**src/rtl/bcd_seg_scan_pkg.sv**
```systemverilog
// bcd_seg_pkg: shared states, digit width and seven-segment patterns for bcd_seg_scan.
package bcd_seg_pkg;
    typedef enum logic [1:0] {IDLE, SHOW_LO, SHOW_HI} state_e;
    localparam int BCD_W = 4;
    localparam logic [6:0] SEG_0     = 7'b0111111;
    localparam logic [6:0] SEG_1     = 7'b0000110;
    localparam logic [6:0] SEG_2     = 7'b1011011;
    localparam logic [6:0] SEG_3     = 7'b1001111;
    localparam logic [6:0] SEG_4     = 7'b1100110;
    localparam logic [6:0] SEG_5     = 7'b1101101;
    localparam logic [6:0] SEG_6     = 7'b1111101;
    localparam logic [6:0] SEG_7     = 7'b0000111;
    localparam logic [6:0] SEG_8     = 7'b1111111;
    localparam logic [6:0] SEG_9     = 7'b1101111;
    localparam logic [6:0] SEG_DASH  = 7'b1000000;
    localparam logic [6:0] SEG_BLANK = 7'b0000000;
endpackage

```
**src/rtl/bcd_seg_scan_if.sv**
```systemverilog
// bcd_seg_if: BCD word handshake plus scanned display outputs.
interface bcd_seg_if;
    logic [7:0] bcd_in;
    logic       bcd_valid;
    logic       bcd_ready;
    logic [6:0] seg;
    logic [1:0] an;
    logic       err;
    modport master (output bcd_in, bcd_valid, input bcd_ready, seg, an, err);
    modport slave  (input bcd_in, bcd_valid, output bcd_ready, seg, an, err);
endinterface

```
**src/rtl/bcd_seg_scan_bcd_to_seg7.sv**
```systemverilog
// bcd_to_seg7: BCD nibble to {g,f,e,d,c,b,a}; nibbles 10-15 map to a dash.
module bcd_to_seg7
    import bcd_seg_pkg::*;
(
    input  logic [BCD_W-1:0] nib_i,
    output logic [6:0]       seg_o
);
    always_comb begin
        seg_o = SEG_DASH;
        case (nib_i)
            4'd0: seg_o = SEG_0;
            4'd1: seg_o = SEG_1;
            4'd2: seg_o = SEG_2;
            4'd3: seg_o = SEG_3;
            4'd4: seg_o = SEG_4;
            4'd5: seg_o = SEG_5;
            4'd6: seg_o = SEG_6;
            4'd7: seg_o = SEG_7;
            4'd8: seg_o = SEG_8;
            4'd9: seg_o = SEG_9;
            default: seg_o = SEG_DASH;
        endcase
    end
endmodule

```
**src/rtl/bcd_seg_scan.sv**
```systemverilog
// bcd_seg_scan: two-digit scanned 7-seg driver, new words taken only at frame end.
// Optional LEADING_ZERO_BLANK_EN darkens a zero tens digit.
module bcd_seg_scan
    import bcd_seg_pkg::*;
#(
    parameter int REFRESH_DIV = 1000
) (
    input logic     clk,
    input logic     rst_n,
    bcd_seg_if.slave bus
);
    localparam int CNT_W = $clog2(REFRESH_DIV);
    localparam logic [CNT_W-1:0] LAST = CNT_W'(REFRESH_DIV - 1);
    state_e                 state_q, state_d;
    logic [CNT_W-1:0]       div_cnt_q, div_cnt_d;
    logic [2*BCD_W-1:0]     bcd_q, bcd_d;
    logic                   err_q, err_d;
    logic                   slot_end, ready, xfer, blank;
    logic [BCD_W-1:0]       nib;
    logic [6:0]             seg7;
    always_ff @(posedge clk or negedge rst_n) begin
        if (!rst_n) begin
            state_q   <= IDLE;
            div_cnt_q <= '0;
            bcd_q     <= '0;
            err_q     <= 1'b0;
        end else begin
            state_q   <= state_d;
            div_cnt_q <= div_cnt_d;
            bcd_q     <= bcd_d;
            err_q     <= err_d;
        end
    end
    always_comb begin
        slot_end  = div_cnt_q == LAST;
        ready     = state_q == IDLE || (state_q == SHOW_HI && slot_end);
        xfer      = bus.bcd_valid && ready;
        div_cnt_d = (state_q == IDLE || slot_end) ? '0 : div_cnt_q + 1'b1;
        state_d   = state_q == SHOW_HI ? (slot_end ? SHOW_LO : SHOW_HI) :
                    state_q == SHOW_LO ? (slot_end ? SHOW_HI : SHOW_LO) :
                    (xfer ? SHOW_LO : IDLE);
        bcd_d     = xfer ? bus.bcd_in : bcd_q;
        err_d     = xfer ? (bus.bcd_in[7:4] > 4'd9 || bus.bcd_in[3:0] > 4'd9) : err_q;
    end
    assign nib = state_q == SHOW_HI ? bcd_q[7:4] : bcd_q[3:0];
    bcd_to_seg7 u_enc (.nib_i(nib), .seg_o(seg7));
`ifdef LEADING_ZERO_BLANK_EN
    assign blank = state_q == SHOW_HI && bcd_q[7:4] == '0;
`else
    assign blank = 1'b0;
`endif
    assign bus.bcd_ready = ready;
    assign bus.an        = blank ? 2'b00 : {state_q == SHOW_HI, state_q == SHOW_LO};
    assign bus.seg       = (blank || state_q == IDLE) ? SEG_BLANK : seg7;
    assign bus.err       = err_q;
endmodule

```
**src/flat_wrapper.sv**
```systemverilog
// flat-port wrapper written by rule: the top's interface ports become plain ports
module bcd_seg_scan_flat import bcd_seg_pkg::*;
#(
    parameter int REFRESH_DIV = 1000
)
  (clk, rst_n, bus_bcd_in, bus_bcd_valid, bus_bcd_ready, bus_seg, bus_an, bus_err);
  bcd_seg_if bus_i ();
  input logic clk;
  input logic rst_n;
  input wire logic [$bits(bus_i.bcd_in)-1:0] bus_bcd_in;
  input wire logic [$bits(bus_i.bcd_valid)-1:0] bus_bcd_valid;
  output wire logic [$bits(bus_i.bcd_ready)-1:0] bus_bcd_ready;
  output wire logic [$bits(bus_i.seg)-1:0] bus_seg;
  output wire logic [$bits(bus_i.an)-1:0] bus_an;
  output wire logic [$bits(bus_i.err)-1:0] bus_err;
  assign bus_i.bcd_in = bus_bcd_in;
  assign bus_i.bcd_valid = bus_bcd_valid;
  assign bus_bcd_ready = bus_i.bcd_ready;
  assign bus_seg = bus_i.seg;
  assign bus_an = bus_i.an;
  assign bus_err = bus_i.err;
  bcd_seg_scan #(.REFRESH_DIV(REFRESH_DIV)) u_core (.clk(clk), .rst_n(rst_n), .bus(bus_i));
endmodule
```
**config.mk**
```make
export PLATFORM = sky130hd
export DESIGN_NAME = bcd_seg_scan_flat
export DESIGN_NICKNAME = d
export VERILOG_FILES = /design/src/rtl/bcd_seg_scan_pkg.sv /design/src/rtl/bcd_seg_scan_if.sv /design/src/rtl/bcd_seg_scan_bcd_to_seg7.sv /design/src/rtl/bcd_seg_scan.sv /design/src/flat_wrapper.sv
export SDC_FILE = /design/constraint.sdc
export NUM_CORES = 1
export LEC_CHECK = 0
export BUFFER_PORTS_ARGS = -buffer_cell sky130_fd_sc_hd__buf_4
export CORE_MARGIN = 5
export CORE_UTILIZATION = 54
export CTS_CLUSTER_SIZE = 25
export DETAILED_ROUTE_END_ITERATION = 10
export PLACE_DENSITY = 0.85
export SETUP_SLACK_MARGIN = 0.15
export SLEW_MARGIN = 40
export SYNTH_ARGS = -nofsm -noshare
export SYNTH_HDL_FRONTEND = slang
export SYNTH_SLANG_ARGS = --single-unit
```
**constraint.sdc**
```tcl
create_clock -name clk -period 2.5 [get_ports clk]
set_input_delay 0.25 -clock clk [delete_from_list [all_inputs] [get_ports clk]]
set_output_delay 0.25 -clock clk [all_outputs]
set_load 0.005 [all_outputs]
```
==> impl_metrics.json <==
{
  "cap_viol_max_count": 0,
  "viasPerCell": 5.677,
  "yosysMostFrequentCell": "dfrtp_1",
  "firstDrtPassIters": 4,
  "stdcell_area_um2": 1734,
  "num_rows": 17,
  "core_area_um2": 2212,
  "p_per_area_nw_per_um2": 591.5,
  "synthTopCellsByCount": "21 x dfrtp_1, 14 x nor2_1, 10 x mux2_2, 7 x nand2_1",
  "ys_top_cells_by_area": "dfrtp_1 42%, mux2_2 9.0%, ha_1 5.0%",
  "grt_pass1_vias": 1006,
  "antenna_found_initial": 0,
  "cts_buffers": 3,
  "clk_latency_ns": 0.32,
  "synth_warnings": 0,
  "routabilityCongestion": 0.9112,
  "total_power_w": 0.001026,
  "vias": 1073,
  "rsz0062_at_grt": "true",
  "detail-route-antenna-nets": 0,
  "die_area_um2": 3374,
  "hold_end": "u_core.bcd_q[7]$_DFFE_PN0P_",
  "io_pins": 22,
  "post-route-min-period_ns": 2.464,
  "setup_viol": 0,
  "dpl_cell_area_um2": 1441,
  "yosysUniqueCellTypes": 39,
  "finalCritPeriodShare_pct": 98.54,
  "fmax_mhz": 405.9,
  "critPathArrivalTime_ns": 2.21,
  "clk_pin_slew_ns": 0.12,
  "status": "finished, final reports clean",
  "cts.path.max_buffers": 2,
  "maxSlewViolCount": 0,
  "yosysSeqAreaShare_pct": 42.08,
  "r2r_end": "u_core.bcd_q[4]$_DFFE_PN0P_",
  "crit_type": "reg -> out",
  "nNetsFinal": 178,
  "wl_um": 3316,
  "synth_edf_count": 0,
  "vdd_drop_max_v": 0.0005050,
  "die_y_um": 58.09,
  "fill_cells": 149,
  "overflow": 0,
  "syn_inst": 123,
  "grt_max_degree": 22,
  "synthArstFlopShare_pct": 100.0,
  "required_ns": 2.25,
  "cp-start-kind": "flip-flop",
  "final.setup.tns_ns": 0,
  "slew_headroom_pct": 63.88,
  "cts_tree": "yes",
  "p_leak_nw": 0.7601,
  "first_iter_violations": 60,
  "dpl.hpwl_um": 1950,
  "portBuffers": 21,
  "synth_top_area_share_pct": 42.08,
  "worstPathMaxFanout": 5,
  "start_util_pct": 56.45,
  "grt_usage_pct": 17.31,
  "hold_class": "in -> reg",
  "avgSynthCellArea_um2": 10.15,
  "ys.flop_type": "dfrtp_1",
  "drc_errors": 0,
  "cts.sinks": 21,
  "syn_nets": 139,
  "syn_area_um2": 1249,
  "finClkSkew_ns": 0.01034,
  "reg2reg_from": "u_core.div_cnt_q[0]$_DFF_PN0_",
  "wl_per_cell_um": 17.54,
  "drive_above_1_share_pct": 50.93,
  "critPathCaptureType": "primary output",
  "reg2regPathDepth": 5,
  "hold_violations": 0,
  "synth_top_area_cell": "dfrtp_1",
  "clock-root-buffer": "clkbuf_4",
  "diodes": 0,
  "reg2reg_slack_ns": 0.60,
  "ys_seq_elements": 21,
  "tightest_slew_ns": 0.5412,
  "min-delay-start": "bus_bcd_in[7]",
  "holdPathStages": 2,
  "area_growth_syn_to_layout_pct": 38.88,
  "die-width_um": 58.09,
  "grt_pass1_wl_um": 4381,
  "cts.htree.levels": 1
}
-- metal layers --
metal / wire length (µm) / up-vias / GRT usage (%)
met1: 1254 / 525 / 18.18
met4: 111 / 0 / 10.93
met5: 0 / - / 0
met3: 134 / 13 / 2.004
met2: 1814 / 28 / 32.26
li1: - / 507 / -
-- cell type report --
type,instances,area [µm²],area share [%]
Timing Repair Buffer,38,306.5,17.68
Multi-Input combinational cell,92,815.8,47.04
Clock inverter,1,5.005,0.2886
Sequential cell,21,526.8,30.38
Clock buffer,3,22.52,1.299
Tap cell,28,35.03,2.020
Inverter,6,22.52,1.299
-- metrics by stage --
stage	utilization (%)	hold slack, ns	instances	setup WS, ns
2_1_floorplan	-	-0.04559	123	0.5585
3_3_place_gp	65.16	0.1413	171	0.3995
3_5_place_dp	65.16	0.1466	171	0.2969
4_1_cts	70.02	0.1539	181	0.1338
5_1_grt	78.39	0.1573	189	-0.02243
6_report	78.39	0.1707	189	0.03645
-- report_power, final --
part | internal, W | switching [W]
clock network | 0.0000599 | 0.000107
registers | 0.000412 | 0.0000777
logic | 0.000198 | 0.000171
-- critical path, stage by stage (launching register included) --
cell	delay [ns]
dfrtp_1	0.40
and2b_4	0.33
mux2i_4	0.33
buf_6	0.14
ha_2	0.27
nand2b_4	0.14
a21oi_1	0.16
buf_4	0.14
-- how the worst max path moves through the flow --
stage,start,endpoint,slack [ns],cells after the start
after floorplan,u_core.state_q[1]$_DFF_PN0_,bus_seg[6],0.56,7
after global placement,u_core.state_q[1]$_DFF_PN0_,bus_seg[6],0.40,7
after detailed placement,u_core.state_q[1]$_DFF_PN0_,bus_seg[6],0.30,7
after CTS,u_core.state_q[0]$_DFF_PN0_,bus_seg[6],0.13,7
after global routing,u_core.state_q[0]$_DFF_PN0_,bus_seg[1],-0.02,7
final,u_core.state_q[0]$_DFF_PN0_,bus_seg[1],0.04,7
-- kinds of logic after synthesis --
family	synth area share (%)
flip-flops	42.08
buffers and inverters	3.607
multiplexers	14.53
adder cells (fa/ha/maj)	5.010
XOR/XNOR	4.910
AO/OA/AOI/OAI	10.62
AND/OR/NAND/NOR	19.24
-- flip-flops by register name, summed over array words and instances, names as in the netlist --
signal / flops
u_core.bcd_q: 8
u_core.state_q: 2
u_core.bus.err: 1
u_core.div_cnt_q: 10
-- what timing repair did --
action                                  in CTS  in global routing
pin swaps                                    0                  9
hold buffers                                 1                  0
gates resized for setup                     10                 27
setup buffers                                5                  8
hold endpoints to repair                    21                  0
endpoints found under the setup margin       7                  7
-- cell usage in the layout (no fill, tap or decap), types with 2 or more instances in the layout --
cell type   n
a21oi_1     3
a21oi_2     3
buf_4      32
buf_6       5
clkbuf_4    3
dfrtp_1    20
ha_2        2
ha_4        2
inv_1       3
inv_2       3
mux2_2      9
mux2_4      2
mux2i_4     4
nand2_1     7
nand3_1     5
nand3b_1    2
nor2_1     12
nor3_1      2
nor4_1      2
o21ai_0     4
o22ai_1     2
o31ai_2     2
xnor2_1     5
xor2_1      2
Note: power is estimated with default switching activity, not from simulation.
